===== config.mk =====
export PLATFORM = sky130hd
export DESIGN_NAME = key_debounce
export DESIGN_NICKNAME = d
export VERILOG_FILES = /design/src/rtl/key_debounce.sv
export SDC_FILE = /design/constraint.sdc
export NUM_CORES = 1
export LEC_CHECK = 0
export ABC_AREA = 1
export CAP_MARGIN = 20
export CORE_ASPECT_RATIO = 0.6
export CORE_MARGIN = 1.5
export CORE_UTILIZATION = 60
export DETAILED_ROUTE_END_ITERATION = 12
export PLACE_DENSITY_LB_ADDON = 0.15
export SLEW_MARGIN = 20
export SYNTH_ARGS = -nofsm -noshare
export SYNTH_HDL_FRONTEND = slang
export SYNTH_SLANG_ARGS = --single-unit

===== constraint.sdc =====
create_clock -name CLK_IN -period 2.2 [get_ports CLK_IN]
set_clock_uncertainty 0.2 [all_clocks]
set_input_delay 0.55 -clock CLK_IN [delete_from_list [all_inputs] [get_ports CLK_IN]]
set_output_delay 0.55 -clock CLK_IN [all_outputs]
set_load 0.02 [all_outputs]

===== src/rtl/key_debounce.sv =====
// key_debounce: debounced active-low push-button input.
//
// Synchronises a raw key pin to CLK_IN, rejects contact bounce shorter than
// DEBOUNCE_CYCLES, and produces a stable pressed level plus one-cycle press,
// release and long-press events. A wrapping 8-bit counter tallies presses.
//
// Parameters:
//   DEBOUNCE_CYCLES - consecutive changed samples needed to accept a new level (>= 2)
//   LONG_CYCLES     - hold duration, counted from the press event, for key_long
//                     (> DEBOUNCE_CYCLES)
//
// Ports:
//   CLK_IN      - clock
//   RST_N       - asynchronous active-low reset
//   KEY_N       - raw key pin, asynchronous, 0 = pressed
//   key_level   - debounced level, 1 = pressed
//   key_press   - one-cycle pulse on an accepted press
//   key_release - one-cycle pulse on an accepted release
//   key_long    - one-cycle pulse once per press when the hold reaches LONG_CYCLES
//   press_count - accepted presses, modulo 256
module key_debounce #(
    parameter int unsigned DEBOUNCE_CYCLES = 240_000,
    parameter int unsigned LONG_CYCLES     = 24_000_000
) (
    input  logic       CLK_IN,
    input  logic       RST_N,
    input  logic       KEY_N,
    output logic       key_level,
    output logic       key_press,
    output logic       key_release,
    output logic       key_long,
    output logic [7:0] press_count
);

    localparam int unsigned DebW  = $clog2(DEBOUNCE_CYCLES);
    localparam int unsigned HoldW = $clog2(LONG_CYCLES);

    localparam logic [DebW-1:0]  DebMax  = DebW'(DEBOUNCE_CYCLES - 1);
    localparam logic [HoldW-1:0] HoldMax = HoldW'(LONG_CYCLES - 1);

    typedef enum logic [1:0] {
        StIdle,
        StPressed,
        StLongHeld
    } state_e;

    logic             sync_meta_q;
    logic             sync_q;
    logic [DebW-1:0]  deb_cnt_q;
    logic [HoldW-1:0] hold_cnt_q;
    state_e           state_q;

    logic sample_pressed;
    logic differs;
    logic accept;
    logic accept_press;
    logic accept_release;

    // Two-flop synchroniser; resets to the released pin level.
    always_ff @(posedge CLK_IN or negedge RST_N) begin
        if (!RST_N) begin
            sync_meta_q <= 1'b1;
            sync_q      <= 1'b1;
        end else begin
            sync_meta_q <= KEY_N;
            sync_q      <= sync_meta_q;
        end
    end

    // The FSM reacts to the acceptance itself rather than to the registered
    // level, so key_press/key_release land on the same edge as the level change.
    always_comb begin
        sample_pressed = ~sync_q;
        differs        = (sample_pressed != key_level);
        accept         = differs && (deb_cnt_q == DebMax);
        accept_press   = accept && !key_level;
        accept_release = accept && key_level;
    end

    // Debounce: any sample matching the current level restarts the count.
    always_ff @(posedge CLK_IN or negedge RST_N) begin
        if (!RST_N) begin
            deb_cnt_q <= '0;
            key_level <= 1'b0;
        end else if (!differs) begin
            deb_cnt_q <= '0;
        end else if (accept) begin
            deb_cnt_q <= '0;
            key_level <= ~key_level;
        end else begin
            deb_cnt_q <= deb_cnt_q + DebW'(1);
        end
    end

    // Event FSM with registered pulse outputs.
    always_ff @(posedge CLK_IN or negedge RST_N) begin
        if (!RST_N) begin
            state_q     <= StIdle;
            hold_cnt_q  <= '0;
            press_count <= 8'd0;
            key_press   <= 1'b0;
            key_release <= 1'b0;
            key_long    <= 1'b0;
        end else begin
            key_press   <= 1'b0;
            key_release <= 1'b0;
            key_long    <= 1'b0;
            unique case (state_q)
                StIdle: begin
                    if (accept_press) begin
                        state_q     <= StPressed;
                        key_press   <= 1'b1;
                        press_count <= press_count + 8'd1;
                        hold_cnt_q  <= '0;
                    end
                end
                StPressed: begin
                    // Release takes priority over a long-press on the same edge.
                    if (accept_release) begin
                        state_q     <= StIdle;
                        key_release <= 1'b1;
                    end else if (hold_cnt_q == HoldMax) begin
                        state_q  <= StLongHeld;
                        key_long <= 1'b1;
                    end else begin
                        hold_cnt_q <= hold_cnt_q + HoldW'(1);
                    end
                end
                StLongHeld: begin
                    // Hold counter stays frozen here until the next press.
                    if (accept_release) begin
                        state_q     <= StIdle;
                        key_release <= 1'b1;
                    end
                end
                default: begin
                    state_q <= StIdle;
                end
            endcase
        end
    end

endmodule


==> results.cfg <==
[power]
vdd.ir_drop.worst_mv = 0.300
combinationalPowerShare_pct = 2.3
p_leak_uw = 0.00200
netSwitchingFraction_pct = 21.9
powerDensity_nw_per_um2 = 526
power_frac_seq_pct = 48.2
cell_internal_power_uw = 1780
p_sw_uw = 498
clock_power_share_pct = 49.4

[sta]
final_slew_viol_count = 0
grt_setup_unrepaired = no
period_needed_ps = 2150
finalCritPeriodShare_pct = 97.6
maxClockFrequency_ghz = 0.466
timing.final.hold_violations = 0
hold_ws_ps = 159
max_slew.worst_pin.slew_ps = 463
timing.slew.headroom_pct = 69.1
setup_viol_count_final = 0
fin_setup_tns_ps = 0

[setup_path]
crit_required_ps = 1450
critical_path.startpoint = press_count[5]
cp_slowest_stage_delay_ps = 630
worst-path-max-fanout = 5
cp-end-kind = output pin
path_class = reg2out
cp_bufs_invs = 1
start_kind = register
crit_family = buffers and inverters
worstReg2RegStart = deb_cnt_q[0]
cpMaxStageDelayCell = sky130_fd_sc_hd__clkdlybuf4s50_1
critPathArrivalTime_ps = 1400
critical_path.cell_chain = clkdlybuf4s50_1

[cells_and_area]
fin_nets = 591
post-route-util_pct = 74.9
drive_gt1_share_pct = 8.69
sequential_cell_area_sq_um = 1480
area_growth_pct = 16.2
multi_input_area_sq_um = 2020
final.fill_count = 460
antenna_cells_inserted = 0
area_of_all_placed_cells_without_fillers_sq_um = 4330

[worst_hold_path]
min_path_type = reg2reg
min-delay-start = sync_meta_q

[global_route]
track_usage_pct = 32.0
grt_start_max_net_pins = 39
grt_pass1_wl_mm = 16.6
vias_in_the_first_global_route = 3413
grt_remaining_overflow = 0
grt_antenna_before_repair = 0

[floorplanning]
core_region_area_sq_um = 5780
die_area_sq_um = 6710
floorplan.rows = 21
die_w_microns = 105
boundaryPins = 15
dieHeight_microns = 64.0
initial_utilization_pct = 64.4

[cts]
clk_latency_ps = 340
clkTransAtPathRegs_ps = 70
htreeDepth = 3
clk_path_buf_depth = 2
cts_setup_buffers = 0
cts.sinks = 59
root_buffer = sky130_fd_sc_hd__clkbuf_8
cts_tree = built
tritoncts.num_buffers = 9

[route]
route.final.wire_length_mm = 9.81
drtIter0Drc = 301
num_vias = 3716
count_of_nets_left_with_antenna_violations_after_detail_routing = 0
drcViolationCount = 0
drt_pass1_iterations = 5
detail_route.vias_per_cell = 5.57
wl_per_cell_microns = 14.7

[synth]
synth-edff-count = 0
dominantRegCellSynth = sky130_fd_sc_hd__dfrtp_1
synth.largest_area_cell = sky130_fd_sc_hd__dfrtp_1
synthesis.nets = 551
ys_ff_latch = 59
synthesized_instance_count = 542
synth_top_cell_area_share_pct = 38.3
synth.distinct_cells = 31
synth_top_cells_by_area = sky130_fd_sc_hd__dfrtp_1 38%, sky130_fd_sc_hd__nand2_1 18%, sky130_fd_sc_hd__nor2_1 11%
synth_most_common_cell = sky130_fd_sc_hd__nand2_1
synthTopCellsByCount = 182 x sky130_fd_sc_hd__nand2_1, 105 x sky130_fd_sc_hd__nor2_1, 57 x sky130_fd_sc_hd__dfrtp_1, 55 x sky130_fd_sc_hd__nand3_1, 46 x sky130_fd_sc_hd__inv_1
synth-seq-area-share_pct = 39.7
synth_area_per_cell_sq_um = 6.87
yosysWarningCount = 0
synth-async-reset-ratio_pct = 100
synth_area_sq_um = 3720

[placement]
detailedPlacementHpwl_mm = 7.36
port-buffer-count = 14
gp_congestion = 0.996
placedInstanceArea_sq_um = 4090

[flow_run]
max-cap-violations = 0

[status]
status = complete, no violations
==> layout by cell type (no fill, tap or decap), types with 2 or more instances in the layout <==
cell / n
sky130_fd_sc_hd__clkdlybuf4s50_1: 10
sky130_fd_sc_hd__xor2_1: 20
sky130_fd_sc_hd__nor3_1: 8
sky130_fd_sc_hd__nor2_2: 2
sky130_fd_sc_hd__dfrtp_1: 57
sky130_fd_sc_hd__ha_1: 6
sky130_fd_sc_hd__bufinv_16: 2
sky130_fd_sc_hd__clkbuf_1: 2
sky130_fd_sc_hd__xnor2_1: 8
sky130_fd_sc_hd__nand2_1: 182
sky130_fd_sc_hd__dfstp_2: 2
sky130_fd_sc_hd__nand3_1: 55
sky130_fd_sc_hd__nand3_2: 2
sky130_fd_sc_hd__buf_4: 21
sky130_fd_sc_hd__clkbuf_8: 10
sky130_fd_sc_hd__o21ai_0: 3
sky130_fd_sc_hd__inv_1: 46
sky130_fd_sc_hd__nand4_1: 20
sky130_fd_sc_hd__nand3b_1: 2
sky130_fd_sc_hd__dlymetal6s2s_1: 2
sky130_fd_sc_hd__nor2_1: 105
sky130_fd_sc_hd__nand2_2: 3
sky130_fd_sc_hd__a21oi_1: 2
==> power groups by stage <==
stage / logic, uW / clock network [uW] / registers [uW]
after CTS: 55.0 / 1130 / 1100
after global routing: 60.4 / 1190 / 1100
after global placement: 51.2 / 0 / 1120
after floorplan: 16.2 / 0 / 1120
after detailed placement: 53.0 / 0 / 1120
final: 52.9 / 1130 / 1100
==> flip-flops by register name (all words and copies together) (netlist names) <==
name	flops
deb_cnt_q	18
hold_cnt_q	25
key_level	1
key_long	1
key_press	1
key_release	1
press_count	8
state_q	2
sync_meta_q	1
sync_q	1
==> metal layers <==
layer  wire length (microns)  global-route usage (%)  up-vias
met1                    4800                    48.8     1741
met2                    3850                    44.0      169
met3                    1100                    9.59        8
met5                       0                       0        -
li1                        -                       -     1798
met4                      65                    7.19        0
==> worst paths after layout <==
path                                       end  slack [ps]  cells after the start
max in group asynchronous          sync_meta_q         800                      3
min in group asynchronous        hold_cnt_q[3]         430                      2
worst min-delay path                    sync_q         160                      0
worst max-delay path            press_count[5]          50                      1
worst min register to register          sync_q         160                      0
worst max register to register   hold_cnt_q[9]         130                     11
==> cells by family after synthesis <==
| group | synth area share [%] |
|---|---|
| flops | 39.7 |
| simple gates | 44.0 |
| compound gates | 1.51 |
| xor+xnor | 6.58 |
| fa+ha+maj | 2.02 |
| buf+inv | 6.21 |
==> metrics by stage <==
step	worst slack, ps	power (uW)	cells
floorplan	205	1130	542
global placement	263	1170	650
detailed placement	162	1170	650
CTS	11.2	2290	667
global route	1.83	2340	667
finish	53.0	2280	667
==> layout make-up <==
| type | instances | share of cell area [%] |
|---|---|---|
| Multi-Input combinational cell | 427 | 46.7 |
| Sequential cell | 59 | 34.2 |
| Timing Repair Buffer | 37 | 7.55 |
| Inverter | 48 | 4.16 |
| Clock buffer | 12 | 3.35 |
| Tap cell | 80 | 2.31 |
| Clock inverter | 4 | 1.71 |
==> timing repair <==
| action | 4_1_cts | 5_1_grt |
|---|---|---|
| endpoints found under the hold margin | 11 | 0 |
| resized for setup | 1 | 3 |
| hold buffers | 1 | 0 |
| setup endpoints to repair | 1 | 14 |
No activity file was read; power rests on OpenSTA's default activity.
